**config.mk**
```make
export PLATFORM = sky130hd
export DESIGN_NAME = spi_txn_ctrl_flat
export DESIGN_NICKNAME = d
export VERILOG_FILES = /design/src/rtl/spi_txn_ctrl_if.sv /design/src/rtl/spi_txn_ctrl.sv /design/src/flat_wrapper.sv
export SDC_FILE = /design/constraint.sdc
export NUM_CORES = 1
export LEC_CHECK = 0
export CAP_MARGIN = 10
export CORE_UTILIZATION = 28
export CTS_CLUSTER_DIAMETER = 50
export CTS_CLUSTER_SIZE = 16
export DETAILED_ROUTE_END_ITERATION = 7
export PLACE_DENSITY_LB_ADDON = 0.08
export REMOVE_ABC_BUFFERS = 1
export SLEW_MARGIN = 20
export SYNTH_ARGS = -nofsm -noshare
export SYNTH_HDL_FRONTEND = slang
export SYNTH_SLANG_ARGS = --single-unit
```
**constraint.sdc**
```tcl
create_clock -name i_clk -period 6.2 [get_ports i_clk]
set_input_delay 1.55 -clock i_clk [delete_from_list [all_inputs] [get_ports i_clk]]
set_output_delay 1.55 -clock i_clk [all_outputs]
set_load 0.02 [all_outputs]
```
**src/rtl/spi_txn_ctrl_if.sv**
```systemverilog
// Bundle of host-side FIFO ports and SPI-master word handshake for spi_txn_ctrl.
// slave = the controller's view, master = the host/master side driving it.
interface spi_txn_ctrl_if #(
    parameter int p_WORD_LEN = 8
);
    logic [p_WORD_LEN-1:0] tx_data;
    logic                  tx_last;
    logic                  tx_en;
    logic                  tx_rdy;
    logic [p_WORD_LEN-1:0] rx_data;
    logic                  rx_valid;
    logic                  rx_en;
    logic                  rx_ovf;
    logic                  rx_ovf_clr;
    logic                  o_cs_n;
    logic                  o_busy;
    logic [p_WORD_LEN-1:0] m_inp_data;
    logic                  m_inp_en;
    logic                  m_inp_rdy;
    logic [p_WORD_LEN-1:0] m_out_data;
    logic                  m_out_rdy;

    modport slave (
        input  tx_data, tx_last, tx_en, rx_en, rx_ovf_clr,
        input  m_inp_rdy, m_out_data, m_out_rdy,
        output tx_rdy, rx_data, rx_valid, rx_ovf, o_cs_n, o_busy,
        output m_inp_data, m_inp_en
    );

    modport master (
        output tx_data, tx_last, tx_en, rx_en, rx_ovf_clr,
        output m_inp_rdy, m_out_data, m_out_rdy,
        input  tx_rdy, rx_data, rx_valid, rx_ovf, o_cs_n, o_busy,
        input  m_inp_data, m_inp_en
    );
endinterface

```
**src/rtl/spi_txn_ctrl.sv**
```systemverilog
// SPI transaction controller: TX/RX word FIFOs plus a CS-framing FSM that
// feeds the SPI master one word at a time and captures each returned word.
module spi_txn_ctrl #(
    parameter int p_WORD_LEN   = 8,
    parameter int p_FIFO_DEPTH = 16,
    parameter int p_CS_SETUP   = 4,
    parameter int p_CS_HOLD    = 4
) (
    input logic           i_clk,
    input logic           i_rst_n,
    spi_txn_ctrl_if.slave bus
);
    localparam int PW      = $clog2(p_FIFO_DEPTH);
    localparam int CW      = $clog2(p_FIFO_DEPTH + 1);
    localparam int CNT_MAX = (p_CS_SETUP > p_CS_HOLD) ? p_CS_SETUP : p_CS_HOLD;
    localparam int TW      = $clog2(CNT_MAX + 1);

    typedef enum logic [2:0] {
        S_IDLE, S_SETUP, S_ISSUE, S_WAIT_BUSY, S_WAIT_DONE, S_HOLD
    } state_t;

    // ---------------- TX FIFO: {last, data} ----------------
    logic [p_WORD_LEN:0]   tx_mem [p_FIFO_DEPTH];
    logic [PW-1:0]         tx_wp, tx_rp;
    logic [CW-1:0]         tx_cnt;
    logic                  tx_full, tx_empty, tx_push, tx_pop;
    logic [p_WORD_LEN:0]   tx_head;

    assign tx_full  = (tx_cnt == CW'(p_FIFO_DEPTH));
    assign tx_empty = (tx_cnt == '0);
    assign tx_push  = bus.tx_en && !tx_full;
    assign tx_head  = tx_mem[tx_rp];

    always_ff @(posedge i_clk) begin
        if (tx_push) tx_mem[tx_wp] <= {bus.tx_last, bus.tx_data};
    end

    always_ff @(posedge i_clk or negedge i_rst_n) begin
        if (!i_rst_n) begin
            tx_wp  <= '0;
            tx_rp  <= '0;
            tx_cnt <= '0;
        end else begin
            if (tx_push) tx_wp <= tx_wp + PW'(1);
            if (tx_pop)  tx_rp <= tx_rp + PW'(1);
            case ({tx_push, tx_pop})
                2'b10:   tx_cnt <= tx_cnt + CW'(1);
                2'b01:   tx_cnt <= tx_cnt - CW'(1);
                default: tx_cnt <= tx_cnt;
            endcase
        end
    end

    // ---------------- RX FIFO ----------------
    logic [p_WORD_LEN-1:0] rx_mem [p_FIFO_DEPTH];
    logic [PW-1:0]         rx_wp, rx_rp;
    logic [CW-1:0]         rx_cnt;
    logic                  rx_full, rx_empty, rx_push, rx_pop, rx_acc;
    logic                  rx_ovf_q;

    assign rx_full  = (rx_cnt == CW'(p_FIFO_DEPTH));
    assign rx_empty = (rx_cnt == '0);
    assign rx_pop   = bus.rx_en && !rx_empty;
    // a simultaneous pop frees the slot, so a full FIFO can still accept
    assign rx_acc   = rx_push && (!rx_full || rx_pop);

    always_ff @(posedge i_clk) begin
        if (rx_acc) rx_mem[rx_wp] <= bus.m_out_data;
    end

    always_ff @(posedge i_clk or negedge i_rst_n) begin
        if (!i_rst_n) begin
            rx_wp    <= '0;
            rx_rp    <= '0;
            rx_cnt   <= '0;
            rx_ovf_q <= 1'b0;
        end else begin
            if (rx_acc) rx_wp <= rx_wp + PW'(1);
            if (rx_pop) rx_rp <= rx_rp + PW'(1);
            case ({rx_acc, rx_pop})
                2'b10:   rx_cnt <= rx_cnt + CW'(1);
                2'b01:   rx_cnt <= rx_cnt - CW'(1);
                default: rx_cnt <= rx_cnt;
            endcase
            if (rx_push && !rx_acc)  rx_ovf_q <= 1'b1;
            else if (bus.rx_ovf_clr) rx_ovf_q <= 1'b0;
        end
    end

    // ---------------- framing FSM ----------------
    state_t                state_q, state_d;
    logic                  cs_n_q, cs_n_d;
    logic                  en_q, en_d;
    logic [p_WORD_LEN-1:0] data_q, data_d;
    logic [TW-1:0]         cnt_q, cnt_d;
    logic                  last_q, last_d;

    always_ff @(posedge i_clk or negedge i_rst_n) begin
        if (!i_rst_n) begin
            state_q <= S_IDLE;
            cs_n_q  <= 1'b1;
            en_q    <= 1'b0;
            data_q  <= '0;
            cnt_q   <= '0;
            last_q  <= 1'b0;
        end else begin
            state_q <= state_d;
            cs_n_q  <= cs_n_d;
            en_q    <= en_d;
            data_q  <= data_d;
            cnt_q   <= cnt_d;
            last_q  <= last_d;
        end
    end

    always_comb begin
        state_d = state_q;
        cs_n_d  = cs_n_q;
        en_d    = 1'b0;
        data_d  = data_q;
        cnt_d   = cnt_q;
        last_d  = last_q;
        tx_pop  = 1'b0;
        rx_push = 1'b0;
        case (state_q)
            S_IDLE: begin
                cs_n_d = 1'b1;
                if (!tx_empty) begin
                    state_d = S_SETUP;
                    cs_n_d  = 1'b0;
                    cnt_d   = '0;
                end
            end
            S_SETUP: begin
                if (cnt_q == TW'(p_CS_SETUP - 1)) state_d = S_ISSUE;
                else                              cnt_d   = cnt_q + TW'(1);
            end
            // an empty FIFO here just stalls with CS still low
            S_ISSUE: begin
                if (bus.m_inp_rdy && !tx_empty) begin
                    data_d  = tx_head[p_WORD_LEN-1:0];
                    en_d    = 1'b1;
                    tx_pop  = 1'b1;
                    last_d  = tx_head[p_WORD_LEN];
                    state_d = S_WAIT_BUSY;
                end
            end
            S_WAIT_BUSY: begin
                if (!bus.m_inp_rdy) state_d = S_WAIT_DONE;
            end
            S_WAIT_DONE: begin
                if (bus.m_out_rdy) begin
                    rx_push = 1'b1;
                    cnt_d   = '0;
                    state_d = last_q ? S_HOLD : S_ISSUE;
                end
            end
            S_HOLD: begin
                if (cnt_q == TW'(p_CS_HOLD - 1)) begin
                    cs_n_d  = 1'b1;
                    state_d = S_IDLE;
                end else begin
                    cnt_d = cnt_q + TW'(1);
                end
            end
            default: begin
                state_d = S_IDLE;
                cs_n_d  = 1'b1;
            end
        endcase
    end

    assign bus.tx_rdy     = !tx_full;
    assign bus.rx_valid   = !rx_empty;
    assign bus.rx_data    = rx_empty ? '0 : rx_mem[rx_rp];
    assign bus.rx_ovf     = rx_ovf_q;
    assign bus.o_cs_n     = cs_n_q;
    assign bus.o_busy     = (state_q != S_IDLE);
    assign bus.m_inp_data = data_q;
    assign bus.m_inp_en   = en_q;
endmodule

```
**src/flat_wrapper.sv**
```systemverilog
// flat-port wrapper written by rule: the top's interface ports become plain ports
module spi_txn_ctrl_flat 
#(
    parameter int p_WORD_LEN   = 8,
    parameter int p_FIFO_DEPTH = 16,
    parameter int p_CS_SETUP   = 4,
    parameter int p_CS_HOLD    = 4
)
  (i_clk, i_rst_n, bus_tx_data, bus_tx_last, bus_tx_en, bus_rx_en, bus_rx_ovf_clr, bus_m_inp_rdy, bus_m_out_data, bus_m_out_rdy, bus_tx_rdy, bus_rx_data, bus_rx_valid, bus_rx_ovf, bus_o_cs_n, bus_o_busy, bus_m_inp_data, bus_m_inp_en);
  spi_txn_ctrl_if #(.p_WORD_LEN(p_WORD_LEN)) bus_i ();
  input logic i_clk;
  input logic i_rst_n;
  input wire logic [$bits(bus_i.tx_data)-1:0] bus_tx_data;
  input wire logic [$bits(bus_i.tx_last)-1:0] bus_tx_last;
  input wire logic [$bits(bus_i.tx_en)-1:0] bus_tx_en;
  input wire logic [$bits(bus_i.rx_en)-1:0] bus_rx_en;
  input wire logic [$bits(bus_i.rx_ovf_clr)-1:0] bus_rx_ovf_clr;
  input wire logic [$bits(bus_i.m_inp_rdy)-1:0] bus_m_inp_rdy;
  input wire logic [$bits(bus_i.m_out_data)-1:0] bus_m_out_data;
  input wire logic [$bits(bus_i.m_out_rdy)-1:0] bus_m_out_rdy;
  output wire logic [$bits(bus_i.tx_rdy)-1:0] bus_tx_rdy;
  output wire logic [$bits(bus_i.rx_data)-1:0] bus_rx_data;
  output wire logic [$bits(bus_i.rx_valid)-1:0] bus_rx_valid;
  output wire logic [$bits(bus_i.rx_ovf)-1:0] bus_rx_ovf;
  output wire logic [$bits(bus_i.o_cs_n)-1:0] bus_o_cs_n;
  output wire logic [$bits(bus_i.o_busy)-1:0] bus_o_busy;
  output wire logic [$bits(bus_i.m_inp_data)-1:0] bus_m_inp_data;
  output wire logic [$bits(bus_i.m_inp_en)-1:0] bus_m_inp_en;
  assign bus_i.tx_data = bus_tx_data;
  assign bus_i.tx_last = bus_tx_last;
  assign bus_i.tx_en = bus_tx_en;
  assign bus_i.rx_en = bus_rx_en;
  assign bus_i.rx_ovf_clr = bus_rx_ovf_clr;
  assign bus_i.m_inp_rdy = bus_m_inp_rdy;
  assign bus_i.m_out_data = bus_m_out_data;
  assign bus_i.m_out_rdy = bus_m_out_rdy;
  assign bus_tx_rdy = bus_i.tx_rdy;
  assign bus_rx_data = bus_i.rx_data;
  assign bus_rx_valid = bus_i.rx_valid;
  assign bus_rx_ovf = bus_i.rx_ovf;
  assign bus_o_cs_n = bus_i.o_cs_n;
  assign bus_o_busy = bus_i.o_busy;
  assign bus_m_inp_data = bus_i.m_inp_data;
  assign bus_m_inp_en = bus_i.m_inp_en;
  spi_txn_ctrl #(.p_WORD_LEN(p_WORD_LEN), .p_FIFO_DEPTH(p_FIFO_DEPTH), .p_CS_SETUP(p_CS_SETUP), .p_CS_HOLD(p_CS_HOLD)) u_core (.i_clk(i_clk), .i_rst_n(i_rst_n), .bus(bus_i));
endmodule
```
* After elaboration in Yosys (flattened, before gate mapping)
Memory sizes are Yosys's and may differ from the RTL's. A register that Yosys moved wholly into a read port is not among the register bits. Cells that the tools add are included.
Cells by class: reduce and logical (&&, ||, !) cells 26, equal/unequal tests 19, bitwise operators 1, $add $sub $neg 9, muxes and demuxes 28
Operators by type and width (count):
- $mux W3 | 10
- $pmux W5 S2 | 2
- $pmux W3 S6 | 1
- $add A4 B1 Y4 const B | 4
- $mux W1 | 12
- $add A5 B1 Y5 const B | 2
- $eq A5 B5 Y1 const B | 2
- $logic_not A5 Y1 | 2
- $sub A5 B1 Y5 const B | 2
- $eq A3 B2 Y1 const B | 3
- $pmux W3 S3 | 1
- $mux W8 | 1
- $ne A2 B2 Y1 const B | 4
- $eq A3 B3 Y1 const B | 2
- $logic_not A1 Y1 | 6
- $ne A2 B1 Y1 const B | 3
- $reduce_and A6 Y1 | 1
- $reduce_bool A2 Y1 | 3
- $reduce_bool A3 Y1 | 2
- $logic_and A1 B1 Y1 | 5
- $eq A2 B1 Y1 const B | 2
- $eq A2 B2 Y1 const B | 2
- $reduce_and A2 Y1 | 2
- $reduce_and A4 Y1 | 1
- 8 further kinds | 8
Storage, ports and cells: register bits 35, bits in writable memories 272, output and inout bits 22, word-level logic and storage cells 96, bits of input ports 24, memories kept 2
Memories:
- u_core.tx_mem | words 16, width 9, rd ports 1, clocked after memory_dff 1, wr ports 1, line spi_txn_ctrl.sv:23 | logic [p_WORD_LEN:0] tx_mem [p_FIFO_DEPTH];
- u_core.rx_mem | words 16, width 8, rd ports 1, clocked after memory_dff 0, wr ports 1, line spi_txn_ctrl.sv:55 | logic [p_WORD_LEN-1:0] rx_mem [p_FIFO_DEPTH];

* Depth between registers and ports, before layout
Gate-level depths: netlist of run 1.
depth after elaboration 8, depth in mapped cells 12, gate-level depth less buffers 10

* Worst setup path before layout of run 1
No wires, ideal clock.
path type in2reg, start point input bus_m_inp_rdy, end point register u_core.tx_cnt[4], library setup time 0.129 ns, buffers on the path 2, cell stages on the path 11, setup slack 2.504 ns, required time 6.071 ns, data arrival time 3.566 ns, cell sequence nand3b_1 -> a211oi_2 -> buf_4 -> ha_1 -> clkbuf_1 -> xor2_1 -> ha_1 -> o211a_1 -> o31ai_1 -> a31oi_1 -> xor2_1
On the way: cells in the longest elaborated chain, start to end 5, elaborated cells between the ends (all ways) 7, those cells by class eq/ne: 2; mux: 3; reduce/logical: 2
RTL lines:
- start, declared | line flat_wrapper.sv:18 | input wire logic [$bits(bus_i.m_inp_rdy)-1:0] bus_m_inp_rdy;
- $logic_and A1 B1 Y1 (*) | line spi_txn_ctrl.sv:140 | if (bus.m_inp_rdy && !tx_empty) begin
- $mux W1 (*) (2 in a row)
- via u_core.en_d | line spi_txn_ctrl.sv:93 | logic en_q, en_d;
- $eq A2 B1 Y1 or $eq A2 B2 Y1 (tied branches) | line spi_txn_ctrl.sv:46 | case ({tx_push, tx_pop})
- $pmux W5 S2 or $reduce_bool A2 Y1 (tied branches)
- end signal, assigned | line spi_txn_ctrl.sv:47 | 2'b10: tx_cnt <= tx_cnt + CW'(1);
- end signal, assigned | line spi_txn_ctrl.sv:48 | 2'b01: tx_cnt <= tx_cnt - CW'(1);
- end signal, assigned | line spi_txn_ctrl.sv:49 | default: tx_cnt <= tx_cnt;
- end, declared | line spi_txn_ctrl.sv:25 | logic [CW-1:0] tx_cnt;
The timed path passes the listed nets; every way through them passes the cells marked *. A chain may end at the register's enable or synchronous reset.

* Worst setup path in the final report of run 1
start point register u_core.rx_rp[0], end point output bus_rx_data[6]
On the way: cells in the longest elaborated chain, start to end 2
RTL lines:
- start, declared | line spi_txn_ctrl.sv:56 | logic [PW-1:0] rx_wp, rx_rp;
- start signal, assigned | line spi_txn_ctrl.sv:79 | if (rx_pop) rx_rp <= rx_rp + PW'(1);
- $mem_v2 Z16 W8
- $mux W8 | line spi_txn_ctrl.sv:175 | assign bus.rx_data = rx_empty ? '0 : rx_mem[rx_rp];
- end, declared | line flat_wrapper.sv:22 | output wire logic [$bits(bus_i.rx_data)-1:0] bus_rx_data;
No other way between the ends.

==> flow_summary.yaml, run 1 <==
outcome:
  status: "completed"
floorplanning:
  rows: 78
  design.core.area_mm2: 0.0454
  die_h_um: 216
  chipWidth_um: 216
  initial_utilization_pct: 28.4
  io_pins: 46
  die_area_mm2: 0.0468
clocking:
  h-tree-depth: 2
  post_cts_buffers: 0
  ctsResizeCount: 0
  clock_latency_ns: 0.57
  root_buffer: "clkbuf_16"
  cts.reportedPaths.clkPinSlew_ns: 0.06
  cts_hold_buf: 0
  clk_path_buf_depth: 3
  cts_num_sinks: 316
  tritoncts: "done"
  numCtsBuffers: 40
placement:
  gp_congestion: 0.705
  dp_hpwl_um: 18700
  io_buffer_count: 45
worst_setup_path:
  r2r_setup_slack_ns: 3.28
  crit_buf_inv: 2
  arrival_ns: 3.20
  r2r-start: "u_core.rx_cnt[0]"
  path_class: "flop to primary output"
  timing.rr.end: "u_core.rx_cnt[4]"
  cp_slowest_cell: "dfrtp_2"
  cpPeakStageDelay_ns: 0.91
  worstPathMaxFanout: 25
  cp-start-kind: "flop"
  worst_ep_required_time_ns: 4.65
  rr_worst_depth: 8
  path_cells: "buf_4 -> mux4_2 -> mux2i_1 -> o22ai_1 -> clkdlybuf4s50_1"
  cp-end-kind: "primary output"
  path_delay_family: "flip-flops"
layout:
  layout-drive-gt1-share_pct: 24.4
  fillers: 4285
  area_delta_synth_final_pct: 19.8
  antenna_cells: 0
  nNetsFinal: 795
yosys:
  post_synth.cell_area_avg_um2: 18.9
  yosysTopAreaCellShare_pct: 63.5
  yosysWarningCount: 0
  yosys.cell_types.count: 57
  netlist_area_mm2: 0.0129
  synth_top_cell_by_area: "edfxtp_1"
  synthArstFlopShare_pct: 13.9
  synthCells: 682
  synth_edf_count: 272
  ys_top_cells_by_count: "edfxtp_1, mux4_2, dfrtp_1"
  synth.most_common_cell: "edfxtp_1"
  ys.flop_type: "edfxtp_1"
  yosysSeqAreaShare_pct: 72.0
  synth_area_leaders: "edfxtp_1, mux4_2, dfrtp_1"
  synth-seq-cells: 316
timing:
  finalHoldViolCount: 0
  min_period_ns: 4.75
  timing.final.crit_share_pct: 76.6
  slew-limit-headroom_pct: 31.7
  maxSlewViolCount: 0
  rsz0062_at_grt: "false"
  fmax_mhz: 211
  setup_tns_ns: 0
  setup_viol_count_final: 0
  finClkSkew_ns: 0.0171
  tightest_slew_ns: 1.02
power:
  finalPower_mw: 7.14
  switchingPower_mw: 2.31
  p_seq_share_pct: 39.8
  max-vdd-ir-drop_v: 0.000292
  pwr-share-clk_pct: 32.7
  power_frac_comb_pct: 27.5
  p_int_mw: 4.84
  p_leak_nw: 5.10
  power.density_mw_per_mm2: 463
  power_switching_share_pct: 32.3
routing:
  routed_wl_um: 29700
  vias_per_cell: 4.61
  routedWlPerCell_um: 21.5
  vias: 6379
  drtAntennaViolNets: 0
  firstDrtPassIters: 4
  route.detailed.drc: 0
  drtIter0Drc: 351
grt:
  grt_usage_pct: 13.2
  grt_antenna_before_repair: 0
  grt_overflow: 0
  grt_pass1_vias: 7012
  grt_pass1_wl_um: 45100
  grt_max_degree: 45
worst_hold_path:
  hp-start: "u_core.cnt_q[0]"
  hold_class: "flop to flop"
  hold_path_end: "u_core.cnt_q[0]"
  min_path_cells: 1
run:
  maxCapViolCount: 0
==> stage by stage <==
step	area (um2)	setup WS, ns	hold WS, ns	cells	utilization (%)
6_report	15400	1.45	0.483	1383	34.0
3_3_place_gp	14000	1.79	0.458	1309	30.9
2_1_floorplan	12700	1.89	0.446	647	-
4_1_cts	15400	1.33	0.484	1383	33.9
5_1_grt	15400	1.23	0.516	1383	34.0
3_5_place_dp	14100	1.66	0.477	1309	31.0
==> cell usage in the layout (no fill, tap or decap), drive strengths merged, types with 7 or more instances in the layout <==
cell type | Yosys | routed
nand2b | 11 | 11
a21oi | 10 | 10
mux2i | 25 | 25
a221oi | 9 | 9
dfrtp | 43 | 43
edfxtp | 272 | 272
nand2 | 20 | 20
o22ai | 18 | 18
nor2 | 39 | 39
clkbuf | 12 | 44
mux4 | 68 | 68
xor2 | 8 | 8
xnor2 | 12 | 12
inv | 16 | 28
ha | 19 | 19
o21ai | 9 | 9
buf | 23 | 18
nor3 | 10 | 10
clkinv | 0 | 12
clkdlybuf4s50 | 0 | 44
mux2 | 7 | 7
==> per-layer routing <==
metal	wire length [um]	vias up	part of all wire, %	GRT usage (%)
met1	12600	3331	42	16.2
met4	766	0	2.6	5.26
met2	15000	115	51	22.4
li1	-	2881	-	-
met3	1360	52	4.6	2.95
met5	0	-	0	0
==> worst reg2reg max path, stage by stage, from the launching register on <==
cell and delay [ns]:
dfrtp_1 0.45, or4_1 0.61, o211ai_2 0.25, inv_1 0.16, fa_1 0.48, a21o_1 0.21
a21oi_1 0.21, a211oi_1 0.07, or3_1 0.37
==> worst max path at each step <==
stage	depth (start not counted)	slack (ns)	start	endpoint
finish	5	1.45	u_core.rx_rp[0]	bus_rx_data[6]
global route	5	1.23	u_core.rx_rp[0]	bus_rx_data[2]
CTS	5	1.33	u_core.rx_rp[0]	bus_rx_data[6]
detailed placement	5	1.66	bus_m_out_rdy	u_core.rx_mem[0][0]
global placement	5	1.79	bus_m_out_rdy	u_core.rx_mem[3][0]
floorplan	9	1.89	bus_m_inp_rdy	u_core.tx_cnt[4]
==> cells by family (layout without fill, tap and decap cells) <==
kind of cell             count (synthesis)  after routing  synth area share [%]
flip-flops                             316            316                  72.0
AND/OR/NAND/NOR                        104            104                  4.02
multiplexers                           100            100                  14.5
AO/OA/AOI/OAI                           71             71                  4.41
buffers and inverters                   51            152                  1.73
adder cells (fa/ha/maj)                 20             20                  2.00
XOR/XNOR                                20             20                  1.36
==> registers in the layout, summed over array words and instances, names as in the netlist, 4 cells and up <==
name                   cells
u_core.tx_rp               4
u_core.rx_wp               4
u_core.rx_cnt              5
u_core.tx_wp               4
u_core.tx_cnt              5
u_core.bus.m_inp_data      8
u_core.rx_rp               4
u_core.rx_mem            128
u_core.tx_mem            144
==> power groups by stage <==
stage | combinational (mW) | sequential, mW | clock, mW
global route | 2.14 | 2.89 | 2.49
global placement | 1.99 | 2.88 | 0
CTS | 2.01 | 2.85 | 2.41
floorplan | 1.19 | 2.95 | 0
finish | 1.96 | 2.84 | 2.33
detailed placement | 2.01 | 2.89 | 0
==> area by class of cell <==
class,count,area (um2),share of cell area (%)
sequential,316,9270,60.1
multi-input combinational,315,3420,22.2
clock buffer,44,1040,6.72
tap,600,751,4.87
timing repair buffer,62,573,3.72
clock inverter,30,310,2.01
inverter,16,60.1,0.389
No activity file was read; power rests on OpenSTA's default activity.
==> run 2: changes to the inputs <==
clock period = 4.81 ns   (was 6.2 ns; I/O delays follow)
==> flow_summary.yaml, run 2 (synthesis gave the netlist of run 1 again) <==
timing:
  finClkSkew_ns: 0.0343
  setup_viol_count_final: 0
  finalHoldViolCount: 0
  rsz0062_at_grt: "false"
  slew-limit-headroom_pct: 35.2
  setup_slack_ns: 0.645
  timing.final.crit_share_pct: 86.6
  maxSlewViolCount: 0
  min_period_ns: 4.16
  fmax_mhz: 240
  setup_tns_ns: 0
  tightest_slew_ns: 0.972
power:
  p_leak_nw: 5.16
  max-vdd-ir-drop_v: 0.000346
  power.density_mw_per_mm2: 596
worst_setup_path:
  worst_ep_required_time_ns: 3.61
  r2r-start: "u_core.rx_cnt[0]"
  path_cells: "nor4_2 -> nand2_1 -> nand2b_1 -> o22ai_1 -> clkdlybuf4s50_1"
  path_class: "flop to primary output"
  cpPeakStageDelay_ns: 0.57
  cp-endpoint: "bus_rx_data[3]"
  timing.rr.end: "u_core.rx_cnt[4]"
  r2r_setup_slack_ns: 1.85
  worstPathMaxFanout: 8
  cp-end-kind: "primary output"
  arrival_ns: 2.96
  cp-start-kind: "flop"
  rr_worst_depth: 8
  cp_slowest_cell: "nor4_2"
  crit_start: "u_core.rx_cnt[0]"
grt:
  grt_max_degree: 36
  grt_usage_pct: 13.4
  grt_overflow: 0
  grt_antenna_before_repair: 0
  grt_pass1_vias: 7171
  grt_pass1_wl_um: 45800
worst_hold_path:
  hold_class: "flop to flop"
placement:
  gp_congestion: 0.713
  io_buffer_count: 45
  pre_cts_ws_ns: 0.967
  dp_hpwl_um: 19200
  placedCellCount: 1323
clocking:
  post_cts_buffers: 0
  h-tree-depth: 2
  ctsResizeCount: 0
  cts.reportedPaths.clkPinSlew_ns: 0.07
  numCtsBuffers: 39
  cts_num_sinks: 316
  cts_hold_buf: 0
  root_buffer: "clkbuf_16"
  tritoncts: "done"
  clk_path_buf_depth: 3
  clock_latency_ns: 0.57
layout:
  multi_input_area_mm2: 0.00339
  most-common-layout-cells: "edfxtp_1, mux4_2, clkdlybuf4s50_1"
  nNetsFinal: 808
  largest_register: "u_core.tx_mem"
  fin_cells: 1395
  layout-drive-gt1-share_pct: 24.2
  regArea_mm2: 0.00927
  fillers: 4280
  final_common_cell: "edfxtp_1"
  largest_register_ff_count: 144
  antenna_cells: 0
  area_delta_synth_final_pct: 20.3
routing:
  drtAntennaViolNets: 0
  route.detailed.drc: 0
  routedWlPerCell_um: 21.6
  vias_per_cell: 4.66
  firstDrtPassIters: 5
  vias: 6504
  drtIter0Drc: 368
  routed_wl_um: 30200
floorplanning:
  die_h_um: 216
  die_area_mm2: 0.0468
  io_pins: 46
  design.core.area_mm2: 0.0454
  chipWidth_um: 216
  initial_utilization_pct: 28.4
  rows: 78
outcome:
  status: "completed"
run:
  maxCapViolCount: 0
## run 2: changes by cell type in the layout (fill, tap and decap cells not counted), sizes merged
cell / change
buf: +14
bufinv: +2
clkbuf: +1
clkinv: +2
inv: -7
## run 2: critical path: cells and delay by family (launching register included)
kind / cells / cell delay, ns
flip-flops: 1 / 0.45
buffers and inverters: 1 / 0.56
AO/OA/AOI/OAI: 1 / 0.18
AND/OR/NAND/NOR: 3 / 1.21
## run 2: cell type report
type / count / area share [%]
sequential: 316 / 59.9
multi-input combinational: 315 / 21.9
clock buffer: 45 / 6.58
tap: 600 / 4.85
timing repair buffer: 76 / 4.46
clock inverter: 27 / 2.00
inverter: 16 / 0.388
## run 2: per-stage QoR
stage,util (%),total power [mW],hold slack (ns),cell area (um2)
after floorplan,-,5.35,0.446,12700
after global placement,31.2,6.35,0.458,14200
after detailed placement,31.2,6.40,0.475,14200
after CTS,34.1,9.42,0.482,15500
after global routing,34.1,9.74,0.495,15500
final,34.1,9.24,0.482,15500
## run 2: where the power goes
part	total, mW	switching (mW)	internal (mW)	leakage [nW]
sequential	3.67	0.378	3.30	2.97
combinational	2.59	1.35	1.24	1.55
clock	2.97	1.20	1.77	0.640
## run 2: how the worst min path moves through the flow
stage	to	start	cells past startpoint
final	u_core.cnt_q[0]	u_core.cnt_q[0]	1
after global routing	u_core.cnt_q[0]	u_core.cnt_q[0]	1
after CTS	u_core.cnt_q[0]	u_core.cnt_q[0]	1
after detailed placement	u_core.cnt_q[0]	u_core.cnt_q[0]	1
after global placement	u_core.cnt_q[0]	u_core.cnt_q[0]	1
after floorplan	u_core.cnt_q[0]	u_core.cnt_q[0]	1
## run 2: metal layers
| layer | up-vias | wire [um] | global-route usage (%) |
|---|---|---|---|
| li1 | 2914 | - | - |
| met1 | 3428 | 12900 | 16.4 |
| met2 | 117 | 15400 | 23.5 |
| met3 | 45 | 1190 | 2.98 |
| met4 | 0 | 645 | 4.18 |
| met5 | - | 0 | 0 |
==> run 3: changes to the inputs <==
CAP_MARGIN = default   (was 10)
DONT_BUFFER_PORTS = 1   (was default)
==> flow_summary.yaml, run 3 (synthesis gave the netlist of run 1 again) <==
outcome:
  status: "completed"
clocking:
  ctsResizeCount: 0
  numCtsBuffers: 39
  cts.reportedPaths.clkPinSlew_ns: 0.06
  h-tree-depth: 2
  post_cts_buffers: 0
  clk_path_buf_depth: 3
  clock_latency_ns: 0.55
  tritoncts: "done"
  root_buffer: "clkbuf_16"
  cts_num_sinks: 316
  cts_hold_buf: 0
layout:
  fin_util_pct: 33.0
  nNetsFinal: 753
  largest_register: "u_core.tx_mem"
  largest_register_ff_count: 144
  most-common-layout-cells: "edfxtp_1, mux4_2, dfrtp_1"
  antenna_cells: 0
  fillers: 4289
  fin_cells: 1339
  postLayoutCellArea_mm2: 0.0150
  area_delta_synth_final_pct: 16.3
  layout-drive-gt1-share_pct: 25.2
  final_common_cell: "edfxtp_1"
grt:
  grt_antenna_before_repair: 0
  grt_overflow: 0
  grt_pass1_vias: 6867
  grt_pass1_wl_um: 45200
  grt_max_degree: 45
  grt_usage_pct: 13.3
timing:
  rsz0062_at_grt: "false"
  maxSlewViolCount: 0
  setup_viol_count_final: 0
  finalHoldViolCount: 0
  min_period_ns: 3.93
  tightest_slew_ns: 1.04
  setup_tns_ns: 0
  timing.hold.ws_ns: 0.346
  finClkSkew_ns: 0.0183
  timing.final.crit_share_pct: 81.7
  fmax_mhz: 254
  slew-limit-headroom_pct: 30.4
floorplanning:
  die_h_um: 216
  io_pins: 46
  initial_utilization_pct: 28.4
  rows: 78
  die_area_mm2: 0.0468
  design.core.area_mm2: 0.0454
  chipWidth_um: 216
routing:
  highest_layer: "met4"
  wl_met1_um: 13100
  routed_wl_um: 30300
  route.detailed.drc: 0
  drtIter0Drc: 324
  routedWlPerCell_um: 22.6
  drtAntennaViolNets: 0
  vias: 6289
  wl_met2_um: 14500
  vias_per_cell: 4.70
  firstDrtPassIters: 6
  route.met3.wl_um: 1920
worst_setup_path:
  path_delay_family: "multiplexers"
  cp-end-kind: "primary output"
  path_cells: "mux4_2 -> mux2i_1 -> o22ai_1"
  cpPeakStageDelay_ns: 0.88
  worstPathMaxFanout: 22
  cp_slowest_cell: "dfrtp_2"
  arrival_ns: 2.73
  path_class: "flop to primary output"
  cp-start-kind: "flop"
  crit_buf_inv: 0
  worst_ep_required_time_ns: 3.61
placement:
  placedCellCount: 1268
  placed_area_mm2: 0.0137
  io_buffer_count: 0
  dp_hpwl_um: 19000
  gp_congestion: 0.735
power:
  p_leak_nw: 4.91
  max-vdd-ir-drop_v: 0.000264
  power.density_mw_per_mm2: 595
worst_hold_path:
  hold_class: "input pin to asynchronous set/reset pin"
run:
  maxCapViolCount: 0
-- run 3: changes by cell type in the layout (fill, tap and decap cells not counted), moves of 4 or more --
cell             delta
clkdlybuf4s50_1    -44
buf_4              -10
nor2_1              -8
nor2_2              +8
clkinv_2            -4
-- run 3: per-layer routing --
layer | vias up | GRT usage, %
met1 | 3320 | 17.4
met4 | 0 | 4.18
met2 | 118 | 21.5
met3 | 46 | 3.58
met5 | - | 0
li1 | 2805 | -
-- run 3: report_power, final --
group	switching, mW	total [mW]	internal (mW)	leakage (nW)
Combinational	1.15	2.16	1.01	1.32
Clock	1.20	2.93	1.73	0.625
Sequential	0.521	3.82	3.30	2.97
-- run 3: final cells by class --
type	count	area, um2	area share, %
multi-input combinational	315	3410	22.8
tap	600	751	5.01
inverter	16	60.1	0.401
clock inverter	24	268	1.79
clock buffer	47	1040	6.93
sequential	316	9280	61.9
timing repair buffer	21	170	1.14
-- run 3: through the flow --
stage	setup slack [ns]	power [mW]
after floorplan	0.847	5.35
after global placement	1.37	6.02
after detailed placement	1.37	6.08
after CTS	0.775	9.06
after global routing	0.736	9.36
final	0.879	8.91
-- run 3: worst paths after layout --
path                             startpoint  depth (start not counted)  slack, ns                 to
max                         u_core.rx_rp[0]                          3       0.88     bus_rx_data[4]
min                                 i_rst_n                          0       0.35    u_core.tx_rp[3]
max reg2reg                u_core.rx_cnt[0]                          8       1.88   u_core.rx_cnt[4]
min reg2reg                 u_core.cnt_q[0]                          1       0.49    u_core.cnt_q[0]
max in group asynchronous           i_rst_n                          0       4.25  u_core.bus.o_cs_n
min in group i_clk          u_core.cnt_q[0]                          1       0.49    u_core.cnt_q[0]
